File: config.mk
export PLATFORM = sky130hd
export DESIGN_NAME = bram_arbiter
export DESIGN_NICKNAME = d
export VERILOG_FILES = /design/src/rtl/bram_arb_pkg.sv /design/src/rtl/rr_arb2.sv /design/src/rtl/bram_arbiter.sv
export SDC_FILE = /design/constraint.sdc
export NUM_CORES = 1
export LEC_CHECK = 0
export CORE_AREA = 5 5 117 119
export CTS_BUF_LIST = sky130_fd_sc_hd__clkbuf_8
export CTS_CLUSTER_DIAMETER = 150
export DETAILED_ROUTE_END_ITERATION = 10
export DIE_AREA = 0 0 122 124
export GPL_TIMING_DRIVEN = 0
export PLACE_DENSITY = 0.68
export SETUP_SLACK_MARGIN = 0.05
export SLEW_MARGIN = 20
export SYNTH_ARGS = -nofsm -noshare
export SYNTH_HDL_FRONTEND = slang
export SYNTH_HIERARCHICAL = 1
export SYNTH_SLANG_ARGS = --single-unit
File: constraint.sdc
create_clock -name clk -period 1.7 [get_ports clk]
set_input_delay 0.34 -clock clk [delete_from_list [all_inputs] [get_ports clk]]
set_output_delay 0.34 -clock clk [all_outputs]
set_load 0.05 [all_outputs]
File: src/rtl/bram_arb_pkg.sv
// bram_arb_pkg: shared state encoding and default error data for bram_arbiter
package bram_arb_pkg;
  typedef enum logic [1:0] {IDLE, BUSY, TURN} state_t;
  localparam logic [31:0] ERR_DATA_DEF = 32'hDEAD_BEEF;
endpackage

File: src/rtl/rr_arb2.sv
// rr_arb2: 2-way round-robin pick; on contention the requester not granted last wins
module rr_arb2 (
  input  logic [1:0] req,
  input  logic       last_grant,
  output logic       grant
);
  always_comb grant = &req ? ~last_grant : req[1];
endmodule

File: src/rtl/bram_arbiter.sv
// bram_arbiter: shares one BRAM controller port between two requesters
// with round-robin arbitration, a one-cycle turnaround and a watchdog timeout.
module bram_arbiter
  import bram_arb_pkg::*;
#(
  parameter int          TIMEOUT  = 256,
  parameter logic [31:0] ERR_DATA = ERR_DATA_DEF
) (
  input  logic        clk,
  input  logic        reset_n,
  input  logic        m0_mem_valid,
  input  logic [31:0] m0_mem_addr,
  input  logic [31:0] m0_mem_wdata,
  input  logic [3:0]  m0_mem_wstrb,
  output logic        m0_mem_ready,
  output logic [31:0] m0_mem_rdata,
  input  logic        m1_mem_valid,
  input  logic [31:0] m1_mem_addr,
  input  logic [31:0] m1_mem_wdata,
  input  logic [3:0]  m1_mem_wstrb,
  output logic        m1_mem_ready,
  output logic [31:0] m1_mem_rdata,
  output logic        s_mem_valid,
  output logic [31:0] s_mem_addr,
  output logic [31:0] s_mem_wdata,
  output logic [3:0]  s_mem_wstrb,
  input  logic        s_mem_ready,
  input  logic [31:0] s_mem_rdata,
  output logic        timeout_err
);
  localparam logic [15:0] LAST = 16'(TIMEOUT - 1);
  state_t      state, state_nx;
  logic        grant, last_grant, arb_grant, busy, start, done, hit_to;
  logic [15:0] cnt;
  logic [31:0] rdata;
  rr_arb2 u_arb (
    .req        ({m1_mem_valid, m0_mem_valid}),
    .last_grant (last_grant),
    .grant      (arb_grant)
  );
  always_comb begin
    busy         = state == BUSY;
    start        = state == IDLE && (m0_mem_valid || m1_mem_valid);
    done         = busy && (s_mem_ready || cnt == LAST);
    hit_to       = done && !s_mem_ready;
    state_nx     = start ? BUSY : done ? TURN : busy ? BUSY : IDLE;
    s_mem_valid  = busy;
    s_mem_addr   = busy ? (grant ? m1_mem_addr : m0_mem_addr) : '0;
    s_mem_wdata  = busy ? (grant ? m1_mem_wdata : m0_mem_wdata) : '0;
    s_mem_wstrb  = busy ? (grant ? m1_mem_wstrb : m0_mem_wstrb) : '0;
    rdata        = s_mem_ready ? s_mem_rdata : ERR_DATA;
    m0_mem_ready = done && !grant;
    m1_mem_ready = done && grant;
    m0_mem_rdata = m0_mem_ready ? rdata : '0;
    m1_mem_rdata = m1_mem_ready ? rdata : '0;
  end
  // last_grant starts at 1 so m0 wins the first contention
  always_ff @(posedge clk or negedge reset_n) begin
    if (!reset_n) begin
      state       <= IDLE;
      grant       <= 1'b0;
      last_grant  <= 1'b1;
      cnt         <= '0;
      timeout_err <= 1'b0;
    end else begin
      state <= state_nx;
      if (start) begin
        grant <= arb_grant;
        cnt   <= '0;
      end else if (busy) cnt <= cnt + 16'd1;
      if (done) last_grant <= grant;
      if (hit_to) timeout_err <= 1'b1;
    end
  end
endmodule

==> flow_metrics.py <==
metrics = {
    "floorplanning": {
        "io_pins": 309,
        "initial_core_util_pct": 20.58,
        "die_w_um": 122,
        "die_h_um": 124,
        "core_um2": 12470,
        "fp-row-count": 41,
        "die_area_um2": 15130,
    },
    "synth": {
        "yosysMostFrequentCell": "nor2_1",
        "ys.flop_type": "dfrtp_1",
        "syn_nets": 528,
        "synth_cell_types": 37,
        "synth.avg_cell_area_um2": 7.246,
        "async_reset_ff_share_pct": 100.0,
        "ys.warnings.count": 6,
        "synth_common_cells": "120 x nor2_1, 75 x mux2i_1, 24 x nor2b_1",
        "synth-edff-count": 0,
        "synth_top_area_cell": "mux2i_1",
        "yosys-top-cells-area": "mux2i_1 29%, dfrtp_1 20%, nor2_1 18%",
        "netlist.area_leader.share_pct": 29.27,
        "synth_area_um2": 2565,
        "seq_area_frac_synth_pct": 20.54,
        "synthCells": 354,
        "synth_seq_cells": 21,
    },
    "clocking": {
        "root_buffer": "clkbuf_8",
        "cts_tree": "yes",
        "clock_sinks": 21,
        "clock_path_buffers": 2,
        "clk_pin_slew_ns": 0.08,
        "cts_hold_buf": 0,
        "cts_max_level": 1,
        "clock_latency_ns": 0.26,
        "cts_made_buffers": 3,
    },
    "setup_path": {
        "required_ns": 1.36,
        "timing.rr.start": "cnt[0]$_DFFE_PN0P_",
        "r2r_setup_slack_ns": 0.01,
        "rr_worst_depth": 7,
        "cp.arrival_ns": 1.99,
        "cp_max_fo": 10,
        "worst_setup_path_end_kind": "output port",
        "crit_type": "flop to output port",
        "startpoint_type": "flop",
        "r2r_end": "last_grant$_DFFE_PN1P_",
    },
    "sta": {
        "finClkSkew_ns": 0.0009915,
        "fin_setup_tns_ns": -49.88,
        "slew_headroom_pct": 36.69,
        "hold_violations": 0,
        "final_max_slew_viol_count": 0,
        "rsz0062_at_grt": "yes",
        "max_freq_mhz": 428.9,
        "finalCritPeriodShare_pct": 137.2,
        "finalSetupViolCount": 134,
        "post-route-min-period_ns": 2.332,
        "tightest_slew_ns": 0.9467,
        "worst_slack_ns": -0.6318,
    },
    "worst_hold_path": {
        "hold_depth": 1,
        "hp-start": "timeout_err$_DFFE_PN0P_",
        "holdPathEnd": "timeout_err$_DFFE_PN0P_",
        "hold_class": "flop to flop",
    },
    "global_routing": {
        "grt_pass1_vias": 4379,
        "grt_pass1_wl_mm": 25.28,
        "grt.total_usage_pct": 21.88,
        "grt_overflow": 0,
        "antenna_found_initial": 0,
        "grt_max_degree": 22,
    },
    "route": {
        "vias_per_cell": 4.670,
        "drtIter0Drc": 169,
        "postRouteAntennaNets": 0,
        "wl_mm": 20.02,
        "drcViolationCount": 0,
        "drt_first_pass_iters": 4,
        "route.vias.total": 4245,
        "wl_per_cell_um": 22.02,
    },
    "flow_run": {
        "maxCapViolCount": 0,
    },
    "layout": {
        "n_antenna_cell": 0,
        "drive_gt1_share_pct": 61.60,
        "syn_to_final_growth_pct": 257.9,
        "nets": 912,
        "final_core_util_pct": 73.64,
    },
    "outcome": {
        "violations": "negative setup slack",
        "status": "finished with violations",
    },
    "placement": {
        "gp_congestion": 0.8385,
        "io_buffers": 307,
        "post-dp-hpwl_mm": 13.09,
    },
    "power": {
        "power_density_nw_per_um2": 1218,
        "ir_drop_v": 0.0008550,
        "p_leak_nw": 3.604,
    },
}
==> report_power, final <==
group / leakage [nW] / switching, mW / internal [mW]
registers: 0.276 / 0.0523 / 0.568
logic: 3.30 / 5.22 / 5.01
clock network: 0.0255 / 0.167 / 0.163
==> how the worst max path moves through the flow <==
stage,end,start,cells past startpoint
finish,m1_mem_rdata[16],cnt[4]$_DFFE_PN0P_,8
global route,m0_mem_rdata[6],cnt[15]$_DFFE_PN0P_,7
CTS,m1_mem_rdata[5],cnt[10]$_DFFE_PN0P_,7
detailed placement,m1_mem_rdata[19],cnt[0]$_DFFE_PN0P_,7
global placement,m1_mem_rdata[19],cnt[12]$_DFFE_PN0P_,6
floorplan,m0_mem_rdata[10],cnt[0]$_DFFE_PN0P_,6
==> per-layer routing <==
layer / up-vias / global-route usage, % / wire length, um
met5: - / 0 / 0
li1: 1959 / - / -
met1: 2034 / 23.53 / 6902
met2: 226 / 42.47 / 11300
met4: 0 / 5.812 / 389
met3: 26 / 5.359 / 1423
==> critical path, stage by stage (launching register included) <==
cell     delay (ns)
dfrtp_1        0.32
buf_2          0.18
and4_1         0.24
a41o_4         0.27
nand3_4        0.13
buf_12         0.17
buf_12         0.15
nor2_4         0.10
buf_6          0.16
==> flip-flops by register name, indices dropped and copies added, names as in the netlist <==
name         count
grant            1
state            2
last_grant       1
timeout_err      1
cnt             16
==> cells by family after synthesis <==
| logic type | after synthesis | share of synthesized area (%) |
|---|---|---|
| flip-flops | 21 | 20.54 |
| AO/OA/AOI/OAI | 23 | 6.000 |
| multiplexers | 76 | 29.71 |
| AND/OR/NAND/NOR | 201 | 36.83 |
| adder cells (fa/ha/maj) | 1 | 0.4877 |
| buffers and inverters | 32 | 6.439 |
==> layout by cell type (no fill, tap or decap), types with 19 or more instances in the layout <==
master,n
buf_12,23
buf_4,27
buf_6,83
buf_8,81
clkdlybuf4s50_1,171
dfrtp_1,19
mux2i_4,46
nor2_4,106
nor2b_1,24
==> stage by stage <==
stage	setup slack [ns]	power [mW]	cell area (um2)	std cells	hold WS (ns)
6_report	-0.6318	11.18	9180	909	0.4765
5_1_grt	-0.7180	11.52	9180	909	0.5065
4_1_cts	-0.6220	9.740	8274	885	0.4824
3_5_place_dp	-1.071	6.509	6326	833	0.4652
3_3_place_gp	-1.047	6.451	6326	833	0.4644
2_1_floorplan	-0.2645	4.571	3038	354	0.04441
==> timing repair <==
| action | in CTS | in global routing |
|---|---|---|
| gates cloned | 10 | 4 |
| resized for setup | 1234 | 165 |
| pin swaps | 24 | 50 |
| endpoints found under the setup margin | 136 | 150 |
| setup buffers | 38 | 26 |
==> cell type report <==
type                            count  area (um2)
Buffer                             25       407.9
Clock buffer                        3       41.29
Clock inverter                      1       5.005
Fill cell                         769        3286
Inverter                            5       31.28
Multi-Input combinational cell    301        3455
Sequential cell                    21       528.0
Tap cell                          172       215.2
Timing Repair Buffer              381        4497
Power figures use the tool's default switching activity.
